File: src/rtl/jtgng_unamiga_dwnld.sv
// ROM download sequencer: packs ioctl bytes into 16-bit words, buffers them in a
// small FIFO and writes them to SDRAM with a req/ack handshake.
module jtgng_unamiga_dwnld #(
    parameter int AW        = 22,
    parameter int FIFO_LOG2 = 2,
    parameter bit SWAP      = 1'b0
) (
    input  logic          clk_rom,
    input  logic          rst,
    input  logic          downloading,
    input  logic [AW-1:0] ioctl_addr,
    input  logic [7:0]    ioctl_data,
    input  logic          ioctl_wr,
    output logic          sdram_req,
    input  logic          sdram_ack,
    output logic [AW-2:0] sdram_addr,
    output logic [15:0]   sdram_din,
    output logic [1:0]    sdram_wrmask,
    output logic          rst_game,
    output logic          dwn_done,
    output logic          overflow
);
    localparam int DEPTH = 1 << FIFO_LOG2;
    localparam logic [FIFO_LOG2:0] PTR_ONE = 1;

    typedef enum logic [1:0] {IDLE, LOAD, FLUSH, DONE} state_t;

    typedef struct packed {
        logic [AW-2:0] addr;
        logic [15:0]   din;
        logic [1:0]    mask;
    } word_t;

    localparam word_t OUT_RST = '{addr: '0, din: '0, mask: 2'b11};

    state_t             state_q, state_d;
    logic               loaded_q, loaded_d;
    logic               overflow_q, overflow_d;
    logic               pend_valid_q, pend_valid_d;
    logic               pend_odd_q, pend_odd_d;
    logic [AW-2:0]      pend_waddr_q, pend_waddr_d;
    logic [7:0]         pend_byte_q, pend_byte_d;
    logic [FIFO_LOG2:0] wr_ptr_q, wr_ptr_d;
    logic [FIFO_LOG2:0] rd_ptr_q, rd_ptr_d;
    logic               req_q, req_d;
    word_t              out_q, out_d;
    word_t              mem_q [DEPTH];

    logic               push, do_write, pop, empty, full;
    word_t              push_word;

    // A lone byte lands on its lane; the other lane is masked off (mask is active-low).
    function automatic word_t half_word(input logic [AW-2:0] waddr, input logic [7:0] b,
                                        input logic odd);
        word_t w;
        w.addr = waddr;
        if (odd ^ SWAP) begin
            w.din  = {b, 8'h00};
            w.mask = 2'b01;
        end else begin
            w.din  = {8'h00, b};
            w.mask = 2'b10;
        end
        return w;
    endfunction

    assign empty = (wr_ptr_q == rd_ptr_q);
    assign full  = (wr_ptr_q[FIFO_LOG2] != rd_ptr_q[FIFO_LOG2]) &&
                   (wr_ptr_q[FIFO_LOG2-1:0] == rd_ptr_q[FIFO_LOG2-1:0]);
    assign pop   = req_q & sdram_ack;

    // NOTE: every signal gets its default first so no path through this block infers a latch.
    always_comb begin
        state_d      = state_q;
        loaded_d     = loaded_q;
        overflow_d   = overflow_q;
        pend_valid_d = pend_valid_q;
        pend_odd_d   = pend_odd_q;
        pend_waddr_d = pend_waddr_q;
        pend_byte_d  = pend_byte_q;
        push         = 1'b0;
        push_word    = OUT_RST;

        unique case (state_q)
            IDLE: if (downloading) begin
                state_d      = LOAD;
                overflow_d   = 1'b0;
                pend_valid_d = 1'b0;
            end
            LOAD: if (!downloading) state_d = FLUSH;
            FLUSH: begin
                if (pend_valid_q) begin
                    push         = 1'b1;
                    push_word    = half_word(pend_waddr_q, pend_byte_q, pend_odd_q);
                    pend_valid_d = 1'b0;
                end else if (empty && !req_q) begin
                    state_d = DONE;
                end
            end
            DONE: begin
                state_d  = IDLE;
                loaded_d = 1'b1;
            end
            default: state_d = IDLE;
        endcase

        // The strobe is taken on the falling-downloading cycle too, ahead of the flush.
        if (state_q == LOAD && ioctl_wr) begin
            if (!ioctl_addr[0]) begin
                if (pend_valid_q) begin
                    push      = 1'b1;
                    push_word = half_word(pend_waddr_q, pend_byte_q, pend_odd_q);
                end
                pend_valid_d = 1'b1;
                pend_odd_d   = 1'b0;
                pend_waddr_d = ioctl_addr[AW-1:1];
                pend_byte_d  = ioctl_data;
            end else if (pend_valid_q && !pend_odd_q && pend_waddr_q == ioctl_addr[AW-1:1]) begin
                push           = 1'b1;
                push_word.addr = pend_waddr_q;
                push_word.din  = SWAP ? {pend_byte_q, ioctl_data} : {ioctl_data, pend_byte_q};
                push_word.mask = 2'b00;
                pend_valid_d   = 1'b0;
            end else if (pend_valid_q) begin
                // Only one push per cycle: the stray odd byte waits as the new pending byte.
                push         = 1'b1;
                push_word    = half_word(pend_waddr_q, pend_byte_q, pend_odd_q);
                pend_odd_d   = 1'b1;
                pend_waddr_d = ioctl_addr[AW-1:1];
                pend_byte_d  = ioctl_data;
            end else begin
                push      = 1'b1;
                push_word = half_word(ioctl_addr[AW-1:1], ioctl_data, 1'b1);
            end
        end

        // A pop frees the slot in the same cycle, so a push onto a full FIFO survives it.
        do_write = push & (~full | pop);
        if (push && !do_write) overflow_d = 1'b1;

        wr_ptr_d = do_write ? wr_ptr_q + PTR_ONE : wr_ptr_q;
        rd_ptr_d = pop ? rd_ptr_q + PTR_ONE : rd_ptr_q;

        req_d = req_q;
        out_d = out_q;
        if (pop) begin
            req_d = 1'b0;
        end else if (!req_q && !empty) begin
            req_d = 1'b1;
            out_d = mem_q[rd_ptr_q[FIFO_LOG2-1:0]];
        end
    end

    // NOTE: state registers use non-blocking assignments so every flop samples pre-edge values.
    always_ff @(posedge clk_rom) begin
        if (rst) begin
            state_q      <= IDLE;
            loaded_q     <= 1'b0;
            overflow_q   <= 1'b0;
            pend_valid_q <= 1'b0;
            pend_odd_q   <= 1'b0;
            pend_waddr_q <= '0;
            pend_byte_q  <= '0;
            wr_ptr_q     <= '0;
            rd_ptr_q     <= '0;
            req_q        <= 1'b0;
            out_q        <= OUT_RST;
        end else begin
            state_q      <= state_d;
            loaded_q     <= loaded_d;
            overflow_q   <= overflow_d;
            pend_valid_q <= pend_valid_d;
            pend_odd_q   <= pend_odd_d;
            pend_waddr_q <= pend_waddr_d;
            pend_byte_q  <= pend_byte_d;
            wr_ptr_q     <= wr_ptr_d;
            rd_ptr_q     <= rd_ptr_d;
            req_q        <= req_d;
            out_q        <= out_d;
        end
    end

    // NOTE: FIFO storage has no reset; the pointers alone decide which entries are valid.
    always_ff @(posedge clk_rom) begin
        if (do_write) mem_q[wr_ptr_q[FIFO_LOG2-1:0]] <= push_word;
    end

    assign sdram_req    = req_q;
    assign sdram_addr   = out_q.addr;
    assign sdram_din    = out_q.din;
    assign sdram_wrmask = out_q.mask;
    assign rst_game     = ~loaded_q | (state_q != IDLE);
    assign dwn_done     = (state_q == DONE);
    assign overflow     = overflow_q;

endmodule
File: config.mk
export PLATFORM = sky130hd
export DESIGN_NAME = jtgng_unamiga_dwnld
export DESIGN_NICKNAME = d
export VERILOG_FILES = /design/src/rtl/jtgng_unamiga_dwnld.sv
export SDC_FILE = /design/constraint.sdc
export NUM_CORES = 1
export LEC_CHECK = 0
export ABC_AREA = 1
export CAP_MARGIN = 10
export CORE_MARGIN = 2
export CORE_UTILIZATION = 45
export CTS_BUF_LIST = sky130_fd_sc_hd__clkbuf_8
export CTS_CLUSTER_DIAMETER = 80
export DETAILED_ROUTE_END_ITERATION = 6
export HOLD_SLACK_MARGIN = 0.03
export SLEW_MARGIN = 10
export SYNTH_ARGS = -nofsm -noshare
export SYNTH_HDL_FRONTEND = slang
export SYNTH_SLANG_ARGS = --single-unit
File: constraint.sdc
create_clock -name clk_rom -period 5.5 [get_ports clk_rom]
set_clock_uncertainty 0.15 [all_clocks]
set_input_delay 1.1 -clock clk_rom [delete_from_list [all_inputs] [get_ports clk_rom]]
set_output_delay 1.1 -clock clk_rom [all_outputs]
set_load 0.05 [all_outputs]
==> reports/qor.json, run 1 <==
{
  "place.gp.congestion": {"value": 0.7994},
  "finalWirelength": {"value": 24830, "unit": "um"},
  "numCtsBuffers": {"value": 41},
  "setup_viol_count_final": {"value": 0},
  "yosysTopAreaCell": {"value": "edfxtp_1"},
  "worst_path_max_fanout": {"value": 33},
  "grt_max_degree": {"value": 80},
  "post-cts-setup-buffer-count": {"value": 0},
  "setup_total_negative_slack": {"value": 0, "unit": "ns"},
  "die-area": {"value": 24240, "unit": "um^2"},
  "remaining_drc_errors": {"value": 0},
  "crit_path_start_kind": {"value": "input port"},
  "start_util": {"value": 45.73, "unit": "%"},
  "finalCritPeriodShare": {"value": 65.32, "unit": "%"},
  "cts_sinks": {"value": 237},
  "p_leak": {"value": 4.463, "unit": "nW"},
  "cts_hold_repair.buffers": {"value": 0},
  "synth_enable_flop_cells": {"value": 156},
  "final_core_utilization": {"value": 53.27, "unit": "%"},
  "timing_worst_setup_path_type": {"value": "in2reg"},
  "average_instance_area_after_synthesis": {"value": 9.228, "unit": "um^2"},
  "final_hold_viol_count": {"value": 0},
  "drt_first_pass_iters": {"value": 5},
  "portBuffers": {"value": 77},
  "hold_class": {"value": "reg2reg"},
  "max_cap_viol_count": {"value": 0},
  "number_of_drc_markers_after_the_initial_detailed_route_iteration": {"value": 526},
  "global_route.usage.total": {"value": 20.65, "unit": "%"},
  "post_route_cells_drive_above_1_share": {"value": 6.749, "unit": "%"},
  "core_region_area": {"value": 22640, "unit": "um^2"},
  "power.density": {"value": 415.3, "unit": "nW/um^2"},
  "rsz0062_at_grt": {"value": "false"},
  "synthCells": {"value": 1122},
  "detail-route-antenna-nets": {"value": 0},
  "synth.net_count": {"value": 1166},
  "synth_top_cell_area_share": {"value": 45.24, "unit": "%"},
  "grt_pass1_wl": {"value": 39400, "unit": "um"},
  "antenna_found_initial": {"value": 0},
  "finalWorstPathRequiredPeriod": {"value": 3.593, "unit": "ns"},
  "worst_ep_arrival_time": {"value": 3.62, "unit": "ns"},
  "clk-insertion-delay-late": {"value": 0.53, "unit": "ns"},
  "worst-endpoint-required": {"value": 5.53, "unit": "ns"},
  "max_slew_margin": {"value": 37.20, "unit": "%"},
  "placement_rows": {"value": 55},
  "synth_top_flop_cell": {"value": "edfxtp_1"},
  "post-synth-top-count-cell": {"value": "nor2_1"},
  "cts_root_cell": {"value": "clkbuf_8"},
  "ir_drop": {"value": 272.8, "unit": "uV"},
  "maxClockFrequency": {"value": 0.2783, "unit": "GHz"},
  "globalRouteOverflowTotal": {"value": 0},
  "min-delay-start": {"value": "overflow$_SDFFE_PP0P_"},
  "setup.worst_path.end_class": {"value": "flip-flop"},
  "die_span_in_y": {"value": 155.7, "unit": "um"},
  "post_drt_wl_per_cell": {"value": 16.55, "unit": "um"},
  "post_cts_resized": {"value": 0},
  "yosys_register_bits": {"value": 237},
  "yosys_warnings": {"value": 0},
  "synth.distinct_cells": {"value": 27},
  "regToRegStartpoint": {"value": "state_q[1]$_SDFFE_PP0P_"},
  "area_growth": {"value": 16.50, "unit": "%"},
  "critPathLaunch": {"value": "ioctl_wr"},
  "cts-htree-levels": {"value": 2},
  "sequential_to_total_area_share_from_yosys_stat": {"value": 60.91, "unit": "%"},
  "status": {"value": "finished clean"},
  "cts_tree": {"value": "built"},
  "timing_worst_slew_pin_value": {"value": 0.9386, "unit": "ns"},
  "clkSlewWorstSetupHoldPaths": {"value": 0.06, "unit": "ns"},
  "num_io_pins": {"value": 78},
  "nNetsFinal": {"value": 1232},
  "chipWidth": {"value": 155.7, "unit": "um"},
  "netlist_top_cells_area": {"value": "edfxtp_1, dfxtp_1, nor2_1"},
  "postSynth.asyncResetShare": {"value": 0, "unit": "%"},
  "first_global_vias": {"value": 7390},
  "vias": {"value": 7882},
  "dpl.hpwl": {"value": 14840, "unit": "um"},
  "antenna_cells_inserted": {"value": 0},
  "avgViaCountPerCell": {"value": 5.255},
  "clockBufferDepth": {"value": 3},
  "final_max_slew_viol_count": {"value": 0},
  "netlist_area": {"value": 10350, "unit": "um^2"},
  "synth_commonest_cells": {"value": "nor2_1, o21ai_0, edfxtp_1"}
}
==> flip-flops by register name, indices dropped and copies added, names as in the netlist <==
register,cells
loaded_q,1
mem_q,156
overflow,1
pend_byte_q,8
pend_odd_q,1
pend_valid_q,1
pend_waddr_q,21
rd_ptr_q,3
sdram_addr,21
sdram_din,16
sdram_req,1
sdram_wrmask,2
state_q,2
wr_ptr_q,3
==> per-layer routing <==
metal | track usage (%) | share of wire (%)
met2 | 33.04 | 46
met4 | 6.553 | 2.1
met1 | 28.84 | 47
met3 | 3.528 | 5.7
met5 | 0 | 0
==> layout by cell type (no fill, tap or decap), types with 17 or more instances in the layout <==
master           netlist  routed
inv_1                 83      92
nor2_1               218     213
clkbuf_8               0      43
o21ai_0              162     162
a31oi_1               37      37
nand3_1               70      70
edfxtp_1             156     156
clkdlybuf4s50_1        0      77
a21oi_1               44      44
nand4_1               17      17
dfxtp_1               81      80
nand2_1              140     140
==> worst max-delay path, cell delays in order <==
cell and delay (ns):
clkdlybuf4s50_1 0.46, nand2_1 0.12, inv_2 0.50, nor2_1 0.16
o21ai_1 0.19, nand2_1 0.30, nor2_4 0.34, buf_4 0.42
==> cells by family after synthesis <==
| family | Yosys count | share of synthesized area [%] |
|---|---|---|
| and+or+nand+nor | 447 | 17.52 |
| AOI/OAI and AO/OA | 256 | 13.02 |
| DFF | 237 | 60.91 |
| buffers and inverters | 158 | 6.199 |
| xor gates and xnor gates | 15 | 1.269 |
| adders and majority gates | 9 | 1.088 |
==> power breakdown <==
part / internal [mW] / switching [mW] / total (mW)
sequential: 2.06 / 0.0969 / 2.16
clock: 0.769 / 0.704 / 1.47
combinational: 0.414 / 0.963 / 1.38
==> path summary, 6_finish.rpt <==
check                                to  slack [ns]  cells after the start
setup / recovery  mem_q[3][8]$_DFFE_PP_        1.91                      8
setup reg to reg  mem_q[3][8]$_DFFE_PP_        2.28                      9
hold / removal    overflow$_SDFFE_PP0P_        0.32                      2
hold reg to reg   overflow$_SDFFE_PP0P_        0.32                      2
==> cell type report <==
cell class              instances  area [um^2]
clock inverters                27        141.4
well taps                     285        356.6
repair buffers                 93        890.9
clock buffers                  43        591.8
flip-flops and latches        237         6307
multi-input cells             727         3443
inverters                      88        330.3
fillers                      2051        10580
==> per-stage QoR <==
step	std cells	setup slack [ns]	power, mW	area, um^2	hold WS (ns)
global placement	1430	1.431	3.563	11330	0.3021
finish	1500	1.907	5.010	12060	0.3195
floorplan	1122	1.574	3.176	10350	0.2902
global route	1500	1.714	5.295	12060	0.3535
detailed placement	1430	1.377	3.581	11330	0.3099
CTS	1500	1.926	5.056	12060	0.3234
Power figures use the tool's default switching activity.
==> inputs of run 2 (changes only) <==
==> constraint.sdc (replaced) <==
create_clock -name clk_rom -period 3.5 [get_ports clk_rom]
set_clock_uncertainty 0.15 [all_clocks]
set_input_delay 0.7 -clock clk_rom [delete_from_list [all_inputs] [get_ports clk_rom]]
set_output_delay 0.7 -clock clk_rom [all_outputs]
set_load 0.05 [all_outputs]
==> run 2 against run 1 <==
Against the previous run: sequential power rose by 57%; clock power rose by 72%; combinational power rose by 61%; register-to-register slack got worse by 1.3 ns; core utilization rose by 1.2 points; flip-flop and latch count did not move; non-clock buffer count rose by 13; hold slack improved by 0.0076 ns; critical path depth fell by 4; critical endpoint is now rst_game; largest power group unchanged; highest routed layer unchanged.
==> reports/qor.json, run 2 (synthesized netlist as in run 1, its figures left out) <==
{
  "status": {"value": "finished clean"},
  "final_cell_mix": {"value": "nor2_1, o21ai_0, edfxtp_1"},
  "p_total": {"value": 8.147, "unit": "mW", "change": "+63%"},
  "remaining_drc_errors": {"value": 0, "change": "unchanged"},
  "first_global_vias": {"value": 7498, "change": "+1.5%"},
  "timing.critical_path.max_delay_family": {"value": "buffers and inverters"},
  "numPlacedInstances": {"value": 1443, "change": "+0.91%"},
  "post_route_cells_drive_above_1_share": {"value": 7.861, "unit": "%", "change": "+1.1 points"},
  "globalRouteOverflowTotal": {"value": 0, "change": "unchanged"},
  "start_util": {"value": 45.73, "unit": "%", "change": "unchanged"},
  "nNetsFinal": {"value": 1245, "change": "+1.1%"},
  "maxClockFrequency": {"value": 0.3383, "unit": "GHz"},
  "cts-htree-levels": {"value": 2, "change": "unchanged"},
  "max_cap_viol_count": {"value": 0, "change": "unchanged"},
  "setup_viol_count_final": {"value": 0, "change": "unchanged"},
  "max_slew_margin": {"value": 47.52, "unit": "%", "change": "+10 points"},
  "power.density": {"value": 660.4, "unit": "nW/um^2", "change": "+59%"},
  "timing.critical_path.cells": {"value": "inv_1 > ha_1 > nand2_1 > clkdlybuf4s50_1"},
  "portBuffers": {"value": 77, "change": "unchanged"},
  "cts_hold_repair.buffers": {"value": 0, "change": "unchanged"},
  "mostFrequentLayoutCell": {"value": "nor2_1"},
  "drt_first_pass_iters": {"value": 5, "change": "unchanged"},
  "multiInputGateArea": {"value": 3443, "unit": "um^2", "change": "unchanged"},
  "placement_rows": {"value": 55, "change": "unchanged"},
  "post_cts_resized": {"value": 0, "change": "unchanged"},
  "rsz0062_at_grt": {"value": "false"},
  "setup.worst_path.end_class": {"value": "output port"},
  "die-area": {"value": 24240, "unit": "um^2", "change": "unchanged"},
  "core_region_area": {"value": 22640, "unit": "um^2", "change": "unchanged"},
  "clockBufferDepth": {"value": 3, "change": "unchanged"},
  "fin_cells": {"value": 1519, "change": "+1.3%"},
  "cts_root_cell": {"value": "clkbuf_8"},
  "ir_drop": {"value": 452.1, "unit": "uV", "change": "+66%"},
  "seq_area": {"value": 6307, "unit": "um^2", "change": "unchanged"},
  "final_core_utilization": {"value": 54.48, "unit": "%", "change": "+1.2 points"},
  "clkSlewWorstSetupHoldPaths": {"value": 0.06, "unit": "ns", "change": "about the same"},
  "cp_num_buf_inv": {"value": 2, "change": "-1"},
  "finalWirelength": {"value": 24480, "unit": "um", "change": "-1.4%"},
  "numCtsBuffers": {"value": 41, "change": "unchanged"},
  "finalWorstPathRequiredPeriod": {"value": 2.956, "unit": "ns"},
  "antenna_found_initial": {"value": 0, "change": "unchanged"},
  "grt_pass1_wl": {"value": 38960, "unit": "um", "change": "-1.1%"},
  "die_span_in_y": {"value": 155.7, "unit": "um", "change": "unchanged"},
  "worst-endpoint-required": {"value": 2.65, "unit": "ns", "change": "-2.88 ns"},
  "final_hold_viol_count": {"value": 0, "change": "unchanged"},
  "place.gp.congestion": {"value": 0.7949, "change": "-0.56%"},
  "grt_max_degree": {"value": 69, "change": "-14%"},
  "worst_path_max_fanout": {"value": 5, "change": "-85%"},
  "worst_ep_arrival_time": {"value": 2.11, "unit": "ns", "change": "-1.51 ns"},
  "chipWidth": {"value": 155.7, "unit": "um", "change": "unchanged"},
  "clk-insertion-delay-late": {"value": 0.53, "unit": "ns", "change": "about the same"},
  "final_max_slew_viol_count": {"value": 0, "change": "unchanged"},
  "global_route.usage.total": {"value": 20.41, "unit": "%", "change": "-0.24 points"},
  "timing_worst_slew_pin_value": {"value": 0.7872, "unit": "ns", "change": "-0.1514 ns"},
  "cts_sinks": {"value": 237, "change": "unchanged"},
  "cts_tree": {"value": "built"},
  "num_io_pins": {"value": 78, "change": "unchanged"},
  "finalCritPeriodShare": {"value": 84.46, "unit": "%"},
  "detail-route-antenna-nets": {"value": 0, "change": "unchanged"},
  "crit_path_start_kind": {"value": "flip-flop"},
  "cpMaxStageDelayCell": {"value": "clkdlybuf4s50_1"},
  "n_fill_cell": {"value": 2049, "change": "-0.098%"},
  "hold_class": {"value": "reg2reg"},
  "dpl.hpwl": {"value": 14990, "unit": "um", "change": "+1.0%"},
  "area_growth": {"value": 19.14, "unit": "%"},
  "largest_stage_delay_on_the_critical_path": {"value": 0.80, "unit": "ns", "change": "+0.30 ns"},
  "vias": {"value": 7923, "change": "+0.52%"},
  "post_drt_wl_per_cell": {"value": 16.12, "unit": "um", "change": "-2.6%"},
  "avgViaCountPerCell": {"value": 5.216, "change": "-0.74%"},
  "number_of_drc_markers_after_the_initial_detailed_route_iteration": {"value": 586, "change": "+11%"},
  "timing_worst_setup_path_type": {"value": "reg2out"},
  "largest_reg_flops": {"value": 156, "change": "unchanged"},
  "antenna_cells_inserted": {"value": 0, "change": "unchanged"},
  "setup_total_negative_slack": {"value": 0, "unit": "ns", "change": "unchanged"},
  "post-cts-setup-buffer-count": {"value": 0, "change": "unchanged"},
  "p_leak": {"value": 4.616, "unit": "nW", "change": "+3.4%"}
}
run 2: cell count changes in the layout (fill, tap and decap cells not counted):
cell,before,now
buf_12,0,6
buf_4,16,23
bufinv_16,1,3
clkbuf_8,43,46
clkinv_1,8,7
clkinv_2,8,5
inv_1,92,97
run 2: cell type report:
class	count	share of cell area, %
multi-input combinational	727	27.91
timing repair buffer	106	8.622
clock inverter	30	1.633
tap	285	2.891
sequential	237	51.13
inverter	88	2.678
clock buffer	46	5.132
run 2: final timing paths:
kind	depth (start not counted)	slack (ns)	start	endpoint
min	1	0.33	rd_ptr_q[2]$_SDFFE_PP0P_	rd_ptr_q[2]$_SDFFE_PP0P_
min reg2reg	1	0.33	rd_ptr_q[2]$_SDFFE_PP0P_	rd_ptr_q[2]$_SDFFE_PP0P_
max	4	0.54	state_q[1]$_SDFFE_PP0P_	rst_game
max reg2reg	9	0.97	state_q[1]$_SDFFE_PP0P_	mem_q[3][18]$_DFFE_PP_
run 2: where the power goes:
group	switching [mW]	internal, mW	total [mW]
Sequential	0.159	3.24	3.40
Combinational	1.52	0.699	2.22
Clock	1.10	1.43	2.53
Total	2.78	5.37	8.15
run 2: metrics by stage:
stage | setup slack [ns] | cell area, um^2 | hold slack, ns
global placement | 0.4792 | 11500 | 0.3054
global route | 0.4406 | 12340 | 0.3492
finish | 0.5439 | 12340 | 0.3271
detailed placement | 0.4415 | 11500 | 0.3127
CTS | 0.5052 | 12340 | 0.3223
floorplan | 0.01265 | 10360 | 0.2902
run 2: per-layer routing:
layer  wire, um  global-route usage, %  share of wire [%]
met1      11410                  28.54                 47
met2      11460                  32.93                 47
met3       1270                  3.639                5.2
met4        338                  5.592                1.4
met5          0                      0                  0
run 2: worst reg2reg max path: stages (launching register included):
cell and delay [ns]:
dfxtp_1 0.34, inv_1 0.09, ha_1 0.20, nand2_1 0.15
nor2_1 0.18, inv_1 0.07, o21ai_1 0.10, nand2_1 0.30
nor2_4 0.40, buf_12 0.23
